<file path="config.mk">
export PLATFORM = sky130hd
export DESIGN_NAME = bird_slot_scheduler_flat
export DESIGN_NICKNAME = d
export VERILOG_FILES = /design/src/rtl/bird_slot_scheduler_if.sv /design/src/rtl/bird_slot_scheduler.sv /design/src/flat_wrapper.sv
export SDC_FILE = /design/constraint.sdc
export NUM_CORES = 1
export LEC_CHECK = 0
export ABC_AREA = 1
export BUFFER_PORTS_ARGS = -buffer_cell sky130_fd_sc_hd__buf_2
export CORE_ASPECT_RATIO = 1.75
export CORE_MARGIN = 8
export CORE_UTILIZATION = 59
export DETAILED_ROUTE_END_ITERATION = 8
export MAX_ROUTING_LAYER = met4
export PLACE_DENSITY = 0.8
export SYNTH_ARGS = -nofsm -noshare
export SYNTH_HDL_FRONTEND = slang
export SYNTH_SLANG_ARGS = --single-unit
</file>
<file path="constraint.sdc">
create_clock -name clk -period 3.3 [get_ports clk]
set_input_delay 0.99 -clock clk [delete_from_list [all_inputs] [get_ports clk]]
set_output_delay 0.99 -clock clk [all_outputs]
set_load 0.02 [all_outputs]
</file>
<file path="src/rtl/bird_slot_scheduler_if.sv">
// rtl/bird_slot_scheduler_if.sv - frame/hit inputs and spawn/status outputs of the bird slot scheduler
interface bird_slot_scheduler_if;
    logic       startOfFrame;
    logic       enable;
    logic       bird1Hit;
    logic       bird2Hit;
    logic       bird1Exited;
    logic       bird2Exited;
    logic       bird1Spawn;
    logic       bird2Spawn;
    logic       bird1Active;
    logic       bird2Active;
    logic       spawnSide;
    logic [7:0] spawnY;
    logic [7:0] hitCount;

    modport slave (
        input  startOfFrame, enable, bird1Hit, bird2Hit, bird1Exited, bird2Exited,
        output bird1Spawn, bird2Spawn, bird1Active, bird2Active, spawnSide, spawnY, hitCount
    );

    modport master (
        output startOfFrame, enable, bird1Hit, bird2Hit, bird1Exited, bird2Exited,
        input  bird1Spawn, bird2Spawn, bird1Active, bird2Active, spawnSide, spawnY, hitCount
    );
endinterface

</file>
<file path="src/rtl/bird_slot_scheduler.sv">
// rtl/bird_slot_scheduler.sv - two-slot bird spawn scheduler with cooldown, LFSR spawn position and hit counter
module bird_slot_scheduler #(
    parameter int         SPAWN_PERIOD  = 120,
    parameter int         RESPAWN_DELAY = 60,
    parameter logic [7:0] LFSR_SEED     = 8'hA5
) (
    input  logic                  clk,
    input  logic                  resetN,
    bird_slot_scheduler_if.slave  bus
);

    typedef enum logic [1:0] {
        ST_FREE     = 2'd0,
        ST_ACTIVE   = 2'd1,
        ST_COOLDOWN = 2'd2
    } slot_state_t;

    localparam logic [7:0] LP_LAST  = 8'(SPAWN_PERIOD - 1);
    localparam logic [7:0] LP_DELAY = 8'(RESPAWN_DELAY);

    slot_state_t r_state [2];
    logic [7:0]  r_cool  [2];
    logic [7:0]  r_timer;
    logic [7:0]  r_lfsr;
    logic [7:0]  r_spawn_y;
    logic [7:0]  r_hit_count;
    logic        r_pending;
    logic        r_spawn_side;
    logic [1:0]  r_spawn;
    logic [1:0]  r_active;

    logic        w_tick;
    logic        w_spawn;
    logic        w_timer_done;
    logic        w_lfsr_fb;
    logic [1:0]  w_hit;
    logic [1:0]  w_leave;
    logic [1:0]  w_free;
    logic [1:0]  w_sel;
    logic [1:0]  w_hit_inc;
    logic [8:0]  w_hit_sum;

    assign w_tick       = bus.startOfFrame & bus.enable;
    assign w_timer_done = w_tick && (r_timer == LP_LAST);
    assign w_lfsr_fb    = r_lfsr[7] ^ r_lfsr[5] ^ r_lfsr[4] ^ r_lfsr[3];

    assign w_hit   = {bus.bird2Hit, bus.bird1Hit};
    assign w_leave = {bus.bird2Hit | bus.bird2Exited, bus.bird1Hit | bus.bird1Exited};
    assign w_free  = {r_state[1] == ST_FREE, r_state[0] == ST_FREE};

    // Bird1 has priority; a single pending request can start at most one slot.
    assign w_spawn = r_pending & bus.enable & (|w_free);
    assign w_sel   = {w_spawn & ~w_free[0] & w_free[1], w_spawn & w_free[0]};

    // A hit and an exit together on one slot count once, so only the hit inputs feed the counter.
    assign w_hit_inc = {1'b0, (r_state[0] == ST_ACTIVE) & w_hit[0]}
                     + {1'b0, (r_state[1] == ST_ACTIVE) & w_hit[1]};
    assign w_hit_sum = {1'b0, r_hit_count} + {7'd0, w_hit_inc};

    always_ff @(posedge clk) begin
        if (resetN) begin
            r_timer      <= '0;
            r_lfsr       <= LFSR_SEED;
            r_spawn_y    <= '0;
            r_hit_count  <= '0;
            r_pending    <= 1'b0;
            r_spawn_side <= 1'b0;
            r_spawn      <= '0;
            r_active     <= '0;
            for (int i = 0; i < 2; i++) begin
                r_state[i] <= ST_FREE;
                r_cool[i]  <= '0;
            end
        end else begin
            r_lfsr      <= {r_lfsr[6:0], w_lfsr_fb};
            r_pending   <= (r_pending & ~w_spawn) | w_timer_done;
            r_spawn     <= w_sel;
            r_hit_count <= w_hit_sum[8] ? 8'hFF : w_hit_sum[7:0];

            if (w_tick) begin
                r_timer <= w_timer_done ? 8'd0 : r_timer + 8'd1;
            end

            if (w_spawn) begin
                r_spawn_side <= r_lfsr[7];
                r_spawn_y    <= {1'b0, r_lfsr[6:0]} + 8'd32;
            end

            for (int i = 0; i < 2; i++) begin
                case (r_state[i])
                    ST_FREE: begin
                        if (w_sel[i]) begin
                            r_state[i]  <= ST_ACTIVE;
                            r_active[i] <= 1'b1;
                        end
                    end
                    ST_ACTIVE: begin
                        if (w_leave[i]) begin
                            r_state[i]  <= ST_COOLDOWN;
                            r_cool[i]   <= LP_DELAY;
                            r_active[i] <= 1'b0;
                        end
                    end
                    ST_COOLDOWN: begin
                        // Release happens on the clock after the counter hits zero, tick or not.
                        if (r_cool[i] == 8'd0) begin
                            r_state[i] <= ST_FREE;
                        end else if (w_tick) begin
                            r_cool[i] <= r_cool[i] - 8'd1;
                        end
                    end
                    default: begin
                        r_state[i]  <= ST_FREE;
                        r_active[i] <= 1'b0;
                    end
                endcase
            end
        end
    end

    assign bus.bird1Spawn  = r_spawn[0];
    assign bus.bird2Spawn  = r_spawn[1];
    assign bus.bird1Active = r_active[0];
    assign bus.bird2Active = r_active[1];
    assign bus.spawnSide   = r_spawn_side;
    assign bus.spawnY      = r_spawn_y;
    assign bus.hitCount    = r_hit_count;

endmodule

</file>
<file path="src/flat_wrapper.sv">
// flat-port wrapper written by rule: the top's interface ports become plain ports
module bird_slot_scheduler_flat 
#(
    parameter int         SPAWN_PERIOD  = 120,
    parameter int         RESPAWN_DELAY = 60,
    parameter logic [7:0] LFSR_SEED     = 8'hA5
)
  (clk, resetN, bus_startOfFrame, bus_enable, bus_bird1Hit, bus_bird2Hit, bus_bird1Exited, bus_bird2Exited, bus_bird1Spawn, bus_bird2Spawn, bus_bird1Active, bus_bird2Active, bus_spawnSide, bus_spawnY, bus_hitCount);
  bird_slot_scheduler_if bus_i ();
  input  logic clk;
  input  logic resetN;
  input wire logic [$bits(bus_i.startOfFrame)-1:0] bus_startOfFrame;
  input wire logic [$bits(bus_i.enable)-1:0] bus_enable;
  input wire logic [$bits(bus_i.bird1Hit)-1:0] bus_bird1Hit;
  input wire logic [$bits(bus_i.bird2Hit)-1:0] bus_bird2Hit;
  input wire logic [$bits(bus_i.bird1Exited)-1:0] bus_bird1Exited;
  input wire logic [$bits(bus_i.bird2Exited)-1:0] bus_bird2Exited;
  output wire logic [$bits(bus_i.bird1Spawn)-1:0] bus_bird1Spawn;
  output wire logic [$bits(bus_i.bird2Spawn)-1:0] bus_bird2Spawn;
  output wire logic [$bits(bus_i.bird1Active)-1:0] bus_bird1Active;
  output wire logic [$bits(bus_i.bird2Active)-1:0] bus_bird2Active;
  output wire logic [$bits(bus_i.spawnSide)-1:0] bus_spawnSide;
  output wire logic [$bits(bus_i.spawnY)-1:0] bus_spawnY;
  output wire logic [$bits(bus_i.hitCount)-1:0] bus_hitCount;
  assign bus_i.startOfFrame = bus_startOfFrame;
  assign bus_i.enable = bus_enable;
  assign bus_i.bird1Hit = bus_bird1Hit;
  assign bus_i.bird2Hit = bus_bird2Hit;
  assign bus_i.bird1Exited = bus_bird1Exited;
  assign bus_i.bird2Exited = bus_bird2Exited;
  assign bus_bird1Spawn = bus_i.bird1Spawn;
  assign bus_bird2Spawn = bus_i.bird2Spawn;
  assign bus_bird1Active = bus_i.bird1Active;
  assign bus_bird2Active = bus_i.bird2Active;
  assign bus_spawnSide = bus_i.spawnSide;
  assign bus_spawnY = bus_i.spawnY;
  assign bus_hitCount = bus_i.hitCount;
  bird_slot_scheduler #(.SPAWN_PERIOD(SPAWN_PERIOD), .RESPAWN_DELAY(RESPAWN_DELAY), .LFSR_SEED(LFSR_SEED)) u_core (.clk(clk), .resetN(resetN), .bus(bus_i));
endmodule
</file>
# After elaboration in Yosys (flattened, before gate mapping)
# Memories as Yosys holds them, arrays and structs flattened.
# Index checks and enable logic that the tools add are counted.
totals:
  ram_bits: 20
  memories: 2
  elab_cells: 128
  register_bits: 38
  inputBits: 8
  latch_bits: 0
  mem_bits_ro: 0
mem_list:
  columns: ["memory", "depth", "width", "read_ports", "rd_ports_with_merged_regs", "write_ports", "line_no", "source"]
  rows:
  - ["u_core.r_cool", 2, 8, 2, 0, 2, "bird_slot_scheduler.sv:22", "logic [7:0] r_cool [2];"]
  - ["u_core.r_state", 2, 2, 2, 0, 2, "bird_slot_scheduler.sv:21", "slot_state_t r_state [2];"]
op_classes:
  magnitude_cmp: 0
  div_mod_pow: 0
  addsub: 6
  n_eq_ne: 9
  bitwise_logic: 31
  n_reduce_logical: 10
  shift: 0
  n_mul: 0
  mux: 61
ops:
  columns: ["op", "n"]
  rows:
  - ["$mux W8", 6]
  - ["$mux W1", 45]
  - ["$logic_not A8 Y1", 2]
  - ["$mux W2", 8]
  - ["$sub A8 B1 Y8 const B", 2]
  - ["$or A1 B1 Y1", 15]
  - ["$add A8 B2 Y9", 1]
  - ["$and A1 B1 Y1", 9]
  - ["$add A7 B6 Y8 const B", 1]
  - ["$add A8 B1 Y8 const B", 1]
  - ["$eq A8 B7 Y1 const B", 1]
  - ["$pmux W1 S3", 2]
  - ["$reduce_and A3 Y1", 2]
  - ["$reduce_or A3 Y1", 2]
  - ["$eq A2 B1 Y1 const B", 2]
  - ["$eq A2 B2 Y1 const B", 2]
  - ["$logic_not A2 Y1", 2]
  - ["$ne A2 B1 Y1 const B", 2]
  - ["$ne A2 B2 Y1 const B", 2]
  - ["$not A1 Y1", 4]
  - ["$xor A1 B1 Y1", 3]
  - ["$add A1 B1 Y2", 1]
  - ["$reduce_or A2 Y1", 1]
  - ["$logic_and A1 B1 Y1", 1]

# Logic depth before layout (Yosys ltp)
depth:
  word_depth: 13
  mapped_depth: 12
  ltp_nobuf: 12

# Least setup slack after synthesis
# OpenSTA, ideal clock, no wires.
synth_timing:
  path_type: "input to register"
  start: "in bus_bird1Hit"
  end: "reg u_core.r_hit_count[6], in the netlist u_core.bus.hitCount[6]"
  arrival_ns: 2.063
  setup_ns: 0.116
  n_path_buf: 0
  t_required_ns: 3.184
  path_stages: 8
  slack_ns: 1.121
  path_cell_list: "and2_1 > fa_1 > nand3_1 > nor2_2 > nand2_1 > nor2_1 > o21ai_0 > nor2_1"
synth_between:
  elab_chain_cells: 4
synth_rtl:
  columns: ["item", "line_no", "source"]
  rows:
  - ["start: declaration", "flat_wrapper.sv:14", "input wire logic [$bits(bus_i.bird1Hit)-1:0] bus_bird1Hit;"]
  - ["$and A1 B1 Y1", "bird_slot_scheduler.sv:56", "assign w_hit_inc = {1'b0, (r_state[0] == ST_ACTIVE) & w_hit[0]}"]
  - ["$add A1 B1 Y2", "bird_slot_scheduler.sv:57", "+ {1'b0, (r_state[1] == ST_ACTIVE) & w_hit[1]};"]
  - ["$add A8 B2 Y9", "bird_slot_scheduler.sv:58", "assign w_hit_sum = {1'b0, r_hit_count} + {7'd0, w_hit_inc};"]
  - ["$mux W8", "bird_slot_scheduler.sv:78", "r_hit_count <= w_hit_sum[8] ? 8'hFF : w_hit_sum[7:0];"]
  - ["end signal: assignment", "bird_slot_scheduler.sv:78", null]
  - ["end: declaration", "bird_slot_scheduler.sv:26", "logic [7:0] r_hit_count;"]
# No other way between the ends.
# A chain may end at the register's enable or synchronous reset.

==> reports/metrics.yaml <==
sta:
  setup_viol: 0
  post-route-min-period_ps: 2266
  fin_crit_sh_pct: 68.66
  fin_worst_skew_ps: 11.39
  worst_slew_pin_slew_ps: 444.7
  maxSlewViolCount: 0
  fin_tns_setup_ps: 0
  hold_viol: 0
  fmax_mhz: 441.3
  relSlewSlack_pct: 70.36
  rsz0062_at_grt: "no"
logic_synthesis:
  yosysWarnings: 0
  synth_compound_area_share_pct: 8.910
  synth-seq-cells: 58
  syn_inst: 339
  synth_fp_nets: 354
  post_synth.cell_area_avg_um2: 8.367
  synth_ff_type: "dfxtp_1"
  synth-xor-area-share_pct: 4.323
  post_synth_num_cell_types: 34
  async_reset_ff_share_pct: 0
  synthMuxAreaShare_pct: 0
  ys_seq_area_share_pct: 47.64
  synth_edf_count: 19
  netlist_area_um2: 2836
  synth_top_family_by_area: "simple AND/OR/NAND/NOR gates"
  synth_fa_ha_area_share_pct: 3.352
  yosys.area_share.simple_pct: 27.75
clock_network:
  post_cts_buffers: 0
  htreeDepth: 3
  max-clock-path-buffers: 2
  clk_latency_ps: 340
  numCtsBuffers: 9
  ctsHoldBuffers: 0
  path_clk_slew_ps: 70
  ctsResizeCount: 0
  root_buffer: "clkbuf_8"
  cts_sinks: 58
  cts_tree: "yes"
power_and_ir_drop:
  power_leakage_uw: 0.001523
  p_per_area_nw_per_um2: 499.3
  p_int_uw: 1225
  p_sw_uw: 384.1
  p_clk_share_pct: 42.8
  vdd_drop_max_mv: 0.4371
  p_comb_share_pct: 8.1
  swShare_pct: 23.88
  p_seq_share_pct: 49.1
hold_path:
  whs_path_depth: 2
  min_to: "u_core.r_lfsr[2]"
  hold_path.class: "reg2reg"
  hold_start: "u_core.r_lfsr[1]"
global_route:
  grt_overflow: 0
  grt_util_all_layers_pct: 17.01
  grt_first_pass_wirelength_um: 9363
  antenna_found_initial: 0
  grt_pass1_vias: 2260
  grt_max_degree: 27
detailed_routing:
  vias: 2216
  wl_um: 5458
  first_pass_iters: 6
  viasPerCell: 5.153
  drcViolationCount: 0
  wl_per_cell_um: 12.69
  ant_nets: 0
  drt_iter0_drc: 90
worst_setup_path:
  worstReg2RegStart: "u_core.r_state[0][0]"
  critPathMaxFanout: 26
  worstSetupEndpointType: "flip-flop"
  reg2reg_to: "u_core.bus.hitCount[5]"
  critical_path_class: "in2reg"
  crit_arrival_ps: 2250
  r2r_slack_ps: 1400
  start_kind: "input pin"
  rr_worst_depth: 10
  crit_required_ps: 3280
placed_design:
  place_congestion: 0.8203
  port_buffers: 28
  place_hpwl_um: 3979
finish:
  fin_util_pct: 69.05
  drive_above_1_share_pct: 20.11
  n_fill_cell: 381
  diodes: 0
  most-common-layout-cells: "53 x nand2_1, 49 x nor2_1, 46 x inv_1"
  multi_input_area_um2: 1257
  final-seq-area_um2: 1351
  final_common_cell: "nand2_1"
  area_delta_synth_final_pct: 13.59
  nNetsFinal: 388
die:
  core-area_um2: 4666
  start_util_pct: 60.79
  die_w_um: 68.42
  rows: 33
  design.die.area_um2: 7370
  pin_count: 29
  dieHeight_um: 107.7
status:
  status: "finished clean"
flow_run:
  drv_cap: 0
==> critical path, stage by stage <==
cell and delay (ps):
buf_2 370, inv_2 290, nand3_1 250, nand3_1 330
==> synth_stat cells, types with 2 or more instances <==
cell	count	share of area, %
nand2_1	53	7.0
nor2_1	49	6.5
inv_1	46	6.1
dfxtp_1	39	28
edfxtp_1	19	20
a21oi_1	18	3.2
nand3_1	18	3.2
o21ai_0	15	2.6
xor2_1	10	3.1
nand4_1	9	2.0
nand2_2	8	1.8
o21ai_1	8	1.4
ha_1	6	2.6
inv_2	6	0.79
nor2_2	4	0.88
xnor2_1	4	1.2
nand2_4	3	1.2
nor2_4	3	1.2
nor3_1	3	0.53
buf_2	2	0.35
nand3_4	2	1.2
o21ai_4	2	1.1
==> cell families (layout without fill, tap and decap cells) <==
logic type               after synthesis  count (layout)
AO/OA/AOI/OAI                         45              45
XOR/XNOR                              14              14
adder cells (fa/ha/maj)                7               7
buffers and inverters                 57              96
flip-flops                            58              58
AND/OR/NAND/NOR                      158             158
==> area by class of cell <==
class	count	share of cell area [%]
well taps	52	2.019
flip-flops and latches	58	41.94
clock buffers	12	5.165
repair buffers	28	4.350
clock inverters	4	1.437
multi-input cells	224	39.03
inverters	52	6.058
==> through the flow <==
step           instance area, µm²  hold WS [ps]  worst slack, ps  instances  power [µW]
6_report                     3222         431.2             1034        430        1609
5_1_grt                      3222         467.6            897.1        430        1670
4_1_cts                      3222         434.6             1032        430        1619
3_5_place_dp                 3009         416.6            688.5        414       934.3
3_3_place_gp                 3009         414.9            743.4        414       929.5
2_1_floorplan                2836         391.8             1121        339       902.9
==> power groups by stage <==
stage                     Sequential, µW  Clock [µW]  Combinational, µW
after floorplan                      802           0                101
after global placement               804           0                126
after detailed placement             805           0                130
after CTS                            789         698                132
after global routing                 792         728                150
final                                789         689                130
==> per-layer routing <==
metal  GRT usage (%)  vias to the layer above  part of all wire (%)
li1                -                     1157                     -
met1           17.58                     1012                    43
met2           27.45                       40                    52
met3           5.944                        7                   4.3
met4           8.247                        0                   1.5
met5               -                        -                     0
==> registers in the layout, summed over array words and instances (netlist names) <==
signal / count
u_core.r_pending: 1
u_core.bus.spawnSide: 1
u_core.r_cool: 16
u_core.r_state: 4
u_core.r_spawn: 2
u_core.bus.hitCount: 8
u_core.r_lfsr: 8
u_core.r_timer: 8
u_core.bus.spawnY: 8
u_core.r_active: 2
==> worst max path at each step <==
stage                                         to  slack (ps)         start  cells after the start
final                        u_core.r_cool[0][0]        1030        resetN                      4
after global routing         u_core.r_cool[0][0]         900        resetN                      4
after CTS                    u_core.r_cool[0][1]        1030        resetN                      4
after detailed placement     u_core.r_cool[0][1]         690        resetN                      4
after global placement       u_core.r_cool[0][1]         740        resetN                      4
after floorplan           u_core.bus.hitCount[6]        1120  bus_bird1Hit                      8
Note: power is estimated with default switching activity, not from simulation.
